===== config.mk =====
export PLATFORM = sky130hd
export DESIGN_NAME = imm_encode
export DESIGN_NICKNAME = d
export VERILOG_FILES = /design/src/rtl/imm_encode.sv
export SDC_FILE = /design/constraint.sdc
export NUM_CORES = 1
export LEC_CHECK = 0
export CAP_MARGIN = 20
export CELL_PAD_IN_SITES_DETAIL_PLACEMENT = 1
export CELL_PAD_IN_SITES_GLOBAL_PLACEMENT = 2
export CORE_MARGIN = 4
export CORE_UTILIZATION = 26
export DETAILED_ROUTE_END_ITERATION = 10
export HOLD_SLACK_MARGIN = 0.06
export PLACE_DENSITY = 0.87
export SLEW_MARGIN = 10
export SYNTH_ARGS = -nofsm -noshare
export SYNTH_HDL_FRONTEND = slang
export SYNTH_SLANG_ARGS = --single-unit

===== constraint.sdc =====
create_clock -name clk -period 1.6 [get_ports clk]
set_input_delay 0.24 -clock clk [delete_from_list [all_inputs] [get_ports clk]]
set_output_delay 0.24 -clock clk [all_outputs]
set_load 0.05 [all_outputs]

===== src/rtl/imm_encode.sv =====
// Immediate encoder: merges a signed immediate into an instruction template
// for I/S/B/J formats, flagging values the format cannot represent.
module imm_encode #(
  parameter int CNT_W = 8
) (
  input  logic             clk,
  input  logic             rst,
  input  logic             in_valid,
  output logic             in_ready,
  input  logic [1:0]       in_op,
  input  logic [31:0]      in_imm,
  input  logic [31:0]      in_base,
  output logic             out_valid,
  input  logic             out_ready,
  output logic [31:0]      out_instr,
  output logic             out_err,
  input  logic             err_clr,
  output logic [CNT_W-1:0] err_count
);

  localparam logic [1:0] OP_I = 2'd0;
  localparam logic [1:0] OP_S = 2'd1;
  localparam logic [1:0] OP_B = 2'd2;

  logic             stall;
  logic             fits_12;
  logic             fits_13;
  logic             fits_21;
  logic             err_next;
  logic [31:0]      enc_instr;

  logic             s1_valid_reg;
  logic [1:0]       s1_op_reg;
  logic [31:0]      s1_imm_reg;
  logic [31:0]      s1_base_reg;
  logic             s1_err_reg;

  logic             out_valid_reg;
  logic [31:0]      out_instr_reg;
  logic             out_err_reg;
  logic [CNT_W-1:0] err_count_reg;

  assign stall    = out_valid_reg & ~out_ready;
  assign in_ready = ~stall;

  // A value fits an N-bit signed field when every bit above N-1 matches the sign.
  assign fits_12 = (&in_imm[31:11]) | ~(|in_imm[31:11]);
  assign fits_13 = (&in_imm[31:12]) | ~(|in_imm[31:12]);
  assign fits_21 = (&in_imm[31:20]) | ~(|in_imm[31:20]);

  always_comb begin
    err_next = 1'b0;
    case (in_op)
      OP_I, OP_S: err_next = ~fits_12;
      OP_B:       err_next = ~fits_13 | in_imm[0];
      default:    err_next = ~fits_21 | in_imm[0];
    endcase
  end

  // Truncated encoding is produced even when the error flag is set.
  always_comb begin
    enc_instr = s1_base_reg;
    case (s1_op_reg)
      OP_I: enc_instr[31:20] = s1_imm_reg[11:0];
      OP_S: begin
        enc_instr[31:25] = s1_imm_reg[11:5];
        enc_instr[11:7]  = s1_imm_reg[4:0];
      end
      OP_B: begin
        enc_instr[31]    = s1_imm_reg[12];
        enc_instr[30:25] = s1_imm_reg[10:5];
        enc_instr[11:8]  = s1_imm_reg[4:1];
        enc_instr[7]     = s1_imm_reg[11];
      end
      default: begin
        enc_instr[31]    = s1_imm_reg[20];
        enc_instr[30:21] = s1_imm_reg[10:1];
        enc_instr[20]    = s1_imm_reg[11];
        enc_instr[19:12] = s1_imm_reg[19:12];
      end
    endcase
  end

  always_ff @(posedge clk) begin
    if (rst) begin
      s1_valid_reg  <= 1'b0;
      s1_op_reg     <= 2'd0;
      s1_imm_reg    <= 32'd0;
      s1_base_reg   <= 32'd0;
      s1_err_reg    <= 1'b0;
      out_valid_reg <= 1'b0;
      out_instr_reg <= 32'd0;
      out_err_reg   <= 1'b0;
    end else if (!stall) begin
      s1_valid_reg  <= in_valid;
      s1_op_reg     <= in_op;
      s1_imm_reg    <= in_imm;
      s1_base_reg   <= in_base;
      s1_err_reg    <= err_next;
      out_valid_reg <= s1_valid_reg;
      out_instr_reg <= enc_instr;
      out_err_reg   <= s1_err_reg;
    end
  end

  always_ff @(posedge clk) begin
    if (rst || err_clr) begin
      err_count_reg <= '0;
    end else if (out_valid_reg && out_ready && out_err_reg && (err_count_reg != '1)) begin
      err_count_reg <= err_count_reg + CNT_W'(1);
    end
  end

  assign out_valid = out_valid_reg;
  assign out_instr = out_instr_reg;
  assign out_err   = out_err_reg;
  assign err_count = err_count_reg;

endmodule


==> impl_metrics.py <==
metrics = {
    "floorplan": {
        "rows": 43,
        "die_h_um": 126,
        "core_mm2": 0.0138,
        "dieWidth_um": 126,
        "initial_core_util": 0.264,
        "io_pins": 114,
        "die_area_mm2": 0.0160,
    },
    "sta": {
        "fmax_ghz": 0.658,
        "fin_crit_sh": 0.950,
        "relSlewSlack": 0.787,
        "slew_viol_final": 0,
        "worst_pin_slew_ns": 0.319,
        "rsz0062_at_grt": "yes",
        "clock_skew_ns": 0.00723,
        "timing.final.crit_period_ns": 1.52,
        "fin_ws_ns": 0.0795,
        "setup-violations-final": 0,
        "hold_violations": 0,
    },
    "global_route": {
        "antenna_found_initial": 0,
        "grt.busiest_layer": "met2",
        "grt_usage": 0.135,
        "grt_pass1_vias": 3632,
        "grt_start_max_net_pins": 45,
        "gr-total-overflow": 0,
        "grt_first_pass_wirelength_mm": 17.7,
        "grtUsageMet2": 0.226,
        "grtUsageMet3": 0.0362,
        "use_met1": 0.165,
    },
    "power_and_ir_drop": {
        "power.total_mw": 5.29,
        "p_int_mw": 3.85,
        "combPwrFrac": 0.156,
        "seqPwrFrac": 0.473,
        "pwr-share-clk": 0.370,
        "sw_frac_of_total": 0.272,
        "p_leak_nw": 2.17,
        "power.switching_mw": 1.44,
        "irDropWorstVdd_uv": 400,
        "power_density_mw_per_mm2": 993,
    },
    "min_path": {
        "hp-start": "rst",
        "min_to": "s1_imm_reg[13]$_SDFFE_PP0N_",
        "hold_depth": 2,
        "hold_class": "input port to flop",
    },
    "clock_tree": {
        "ctsHoldBuffers": 0,
        "cts_buffers": 9,
        "clk_pin_slew_worst_paths_ns": 0.07,
        "clockBufferDepth": 2,
        "htreeDepth": 3,
        "root_buffer": "clkbuf_16",
        "cts_sinks": 92,
        "clk_latency_ns": 0.34,
        "cts_tree": "yes",
    },
    "yosys": {
        "synth_area_leaders": "dfxtp_1 (51%), nand2_1 (14%), a21oi_1 (9.2%)",
        "synth.distinct_cells": 35,
        "ys_warn_count": 0,
        "ys_ff_latch": 92,
        "syn_area_mm2": 0.00365,
        "syn_nets": 524,
        "synth_most_common_cell": "nand2_1",
        "syn_inst": 448,
        "syn_avg_cell_area_um2": 8.14,
        "synth_edf_count": 0,
        "synth_commonest_cells": "nand2_1 (133), dfxtp_1 (92), a21oi_1 (67)",
        "ys.flop_type": "dfxtp_1",
        "ys_seq_area_frac": 0.505,
        "yosys.area.top_type": "dfxtp_1",
        "async_reset_ff_frac": 0,
        "netlist.area_leader.share": 0.505,
    },
    "flow_run": {
        "maxCapViolCount": 0,
    },
    "setup_path": {
        "worstPathRequired_ns": 1.83,
        "r2r_slack_ns": 0.08,
        "r2r_cells": 5,
        "crit_start": "s1_op_reg[0]$_SDFFE_PP0N_",
        "critical_path.max_stage_delay_ns": 0.37,
        "path_cells": "inv_1, ha_1, or2_2, a221oi_1, nor3_1",
        "cp-start-kind": "flop",
        "cp_max_fo": 4,
        "critPathKind": "flop to flop",
        "r2r-end": "out_instr[24]$_SDFFE_PP0N_",
        "crit_slowest_cell": "dfxtp_2",
        "crit-reg2reg-launch": "s1_op_reg[0]$_SDFFE_PP0N_",
        "arrival_ns": 1.75,
        "end_kind": "flop",
    },
    "status": {
        "status": "complete, no violations",
    },
    "route": {
        "drtAntennaViolNets": 0,
        "avgRoutedWirePerCell_um": 14.2,
        "drt-initial-drc-count": 110,
        "wirelength_mm": 10.6,
        "via_per_inst": 4.66,
        "dr.pass1.iters": 4,
        "drc": 0,
        "vias": 3469,
    },
    "final_layout": {
        "largest_reg_flops": 32,
        "fill_cells": 1644,
        "instances_no_fill": 745,
        "drive_gt1_frac": 0.193,
        "fin_nets": 636,
        "syn_to_final_growth_pct": 46.1,
        "postLayoutCoreUtil": 0.385,
        "antennaDiodeCount": 0,
    },
    "placement": {
        "dp_slack_ns": -0.209,
        "dpl.cell_count": 727,
        "dp_hpwl_mm": 7.79,
        "port_buffers": 106,
        "place.gp.congestion": 0.777,
    },
}
## final cells by class
type | instances | area (um2) | area share
tap | 180 | 225 | 0.0423
inverter | 3 | 13.8 | 0.00258
clock buffer | 11 | 233 | 0.0437
sequential | 92 | 1850 | 0.347
timing repair buffer | 132 | 1260 | 0.236
clock inverter | 5 | 35.0 | 0.00658
multi-input combinational | 322 | 1710 | 0.321
## how the worst max path moves through the flow
stage	endpoint	slack [ns]	depth (start not counted)
4_1_cts	out_instr[22]$_SDFFE_PP0N_	0.01	5
6_report	out_instr[24]$_SDFFE_PP0N_	0.08	5
3_3_place_gp	s1_err_reg$_SDFFE_PP0N_	-0.15	6
2_1_floorplan	err_count[6]$_SDFFE_PP0P_	-0.05	5
3_5_place_dp	s1_err_reg$_SDFFE_PP0N_	-0.21	6
5_1_grt	out_instr[11]$_SDFFE_PP0N_	-0.02	5
## what timing repair did
item                                    in CTS  in global routing
cloned                                       1                  0
gates resized for setup                      1                 13
buffers inserted                             0                  1
pin swaps                                    0                  4
endpoints found under the setup margin       1                 16
## worst max-delay path, delay by kind of cell (launching register included)
| family | cells | cell delay (ns) |
|---|---|---|
| AOI/OAI and AO/OA | 1 | 0.31 |
| and+or+nand+nor | 2 | 0.44 |
| adders and majority gates | 1 | 0.22 |
| DFF | 1 | 0.37 |
| buffers and inverters | 1 | 0.07 |
## cells in the final DEF (no fill, tap or decap), types with 4 or more instances in the layout
cell type / netlist / layout
nor2b_1: 6 / 4
a21oi_1: 67 / 67
nor2_1: 30 / 30
a211oi_1: 10 / 10
dfxtp_1: 92 / 85
xor2_1: 5 / 5
nand4_1: 7 / 7
buf_12: 0 / 7
ha_1: 5 / 4
clkbuf_16: 0 / 9
nand2_1: 133 / 133
mux2i_1: 9 / 9
clkdlybuf4s50_1: 0 / 61
o21ai_0: 4 / 4
dfxtp_2: 0 / 7
nor3_1: 9 / 9
nor4_1: 5 / 5
buf_4: 2 / 61
## cells by family (layout without fill, tap and decap cells)
family          count (synthesis)  count (layout)  synth area share
compound gates                 95              95             0.153
fa+ha+maj                       5               5            0.0172
xor+xnor                        7               7            0.0168
mux                             9               9            0.0247
flops                          92              92             0.505
simple gates                  206             206             0.241
buf+inv                        34             151            0.0426
## metal layers
layer | share of wire | wire [um]
met1 | 0.44 | 4670
met2 | 0.49 | 5230
met3 | 0.051 | 539
met4 | 0.015 | 158
met5 | 0 | 0
## power by group through the flow
| stage | logic, mW | registers, mW | clock network, mW |
|---|---|---|---|
| after detailed placement | 0.818 | 2.55 | 0 |
| final | 0.828 | 2.50 | 1.96 |
| after global placement | 0.803 | 2.55 | 0 |
| after floorplan | 0.271 | 2.71 | 0 |
| after CTS | 0.830 | 2.50 | 2.05 |
| after global routing | 0.902 | 2.52 | 2.15 |
## stage by stage
stage	TNS, ns	instance area [um2]	hold WS [ns]
detailed placement	-2.48	4960	0.441
global route	-0.0285	5330	0.290
floorplan	-0.0451	3650	0.380
global placement	-1.33	4960	0.439
CTS	0	5260	0.271
finish	0	5330	0.279
Note: power is estimated with default switching activity, not from simulation.
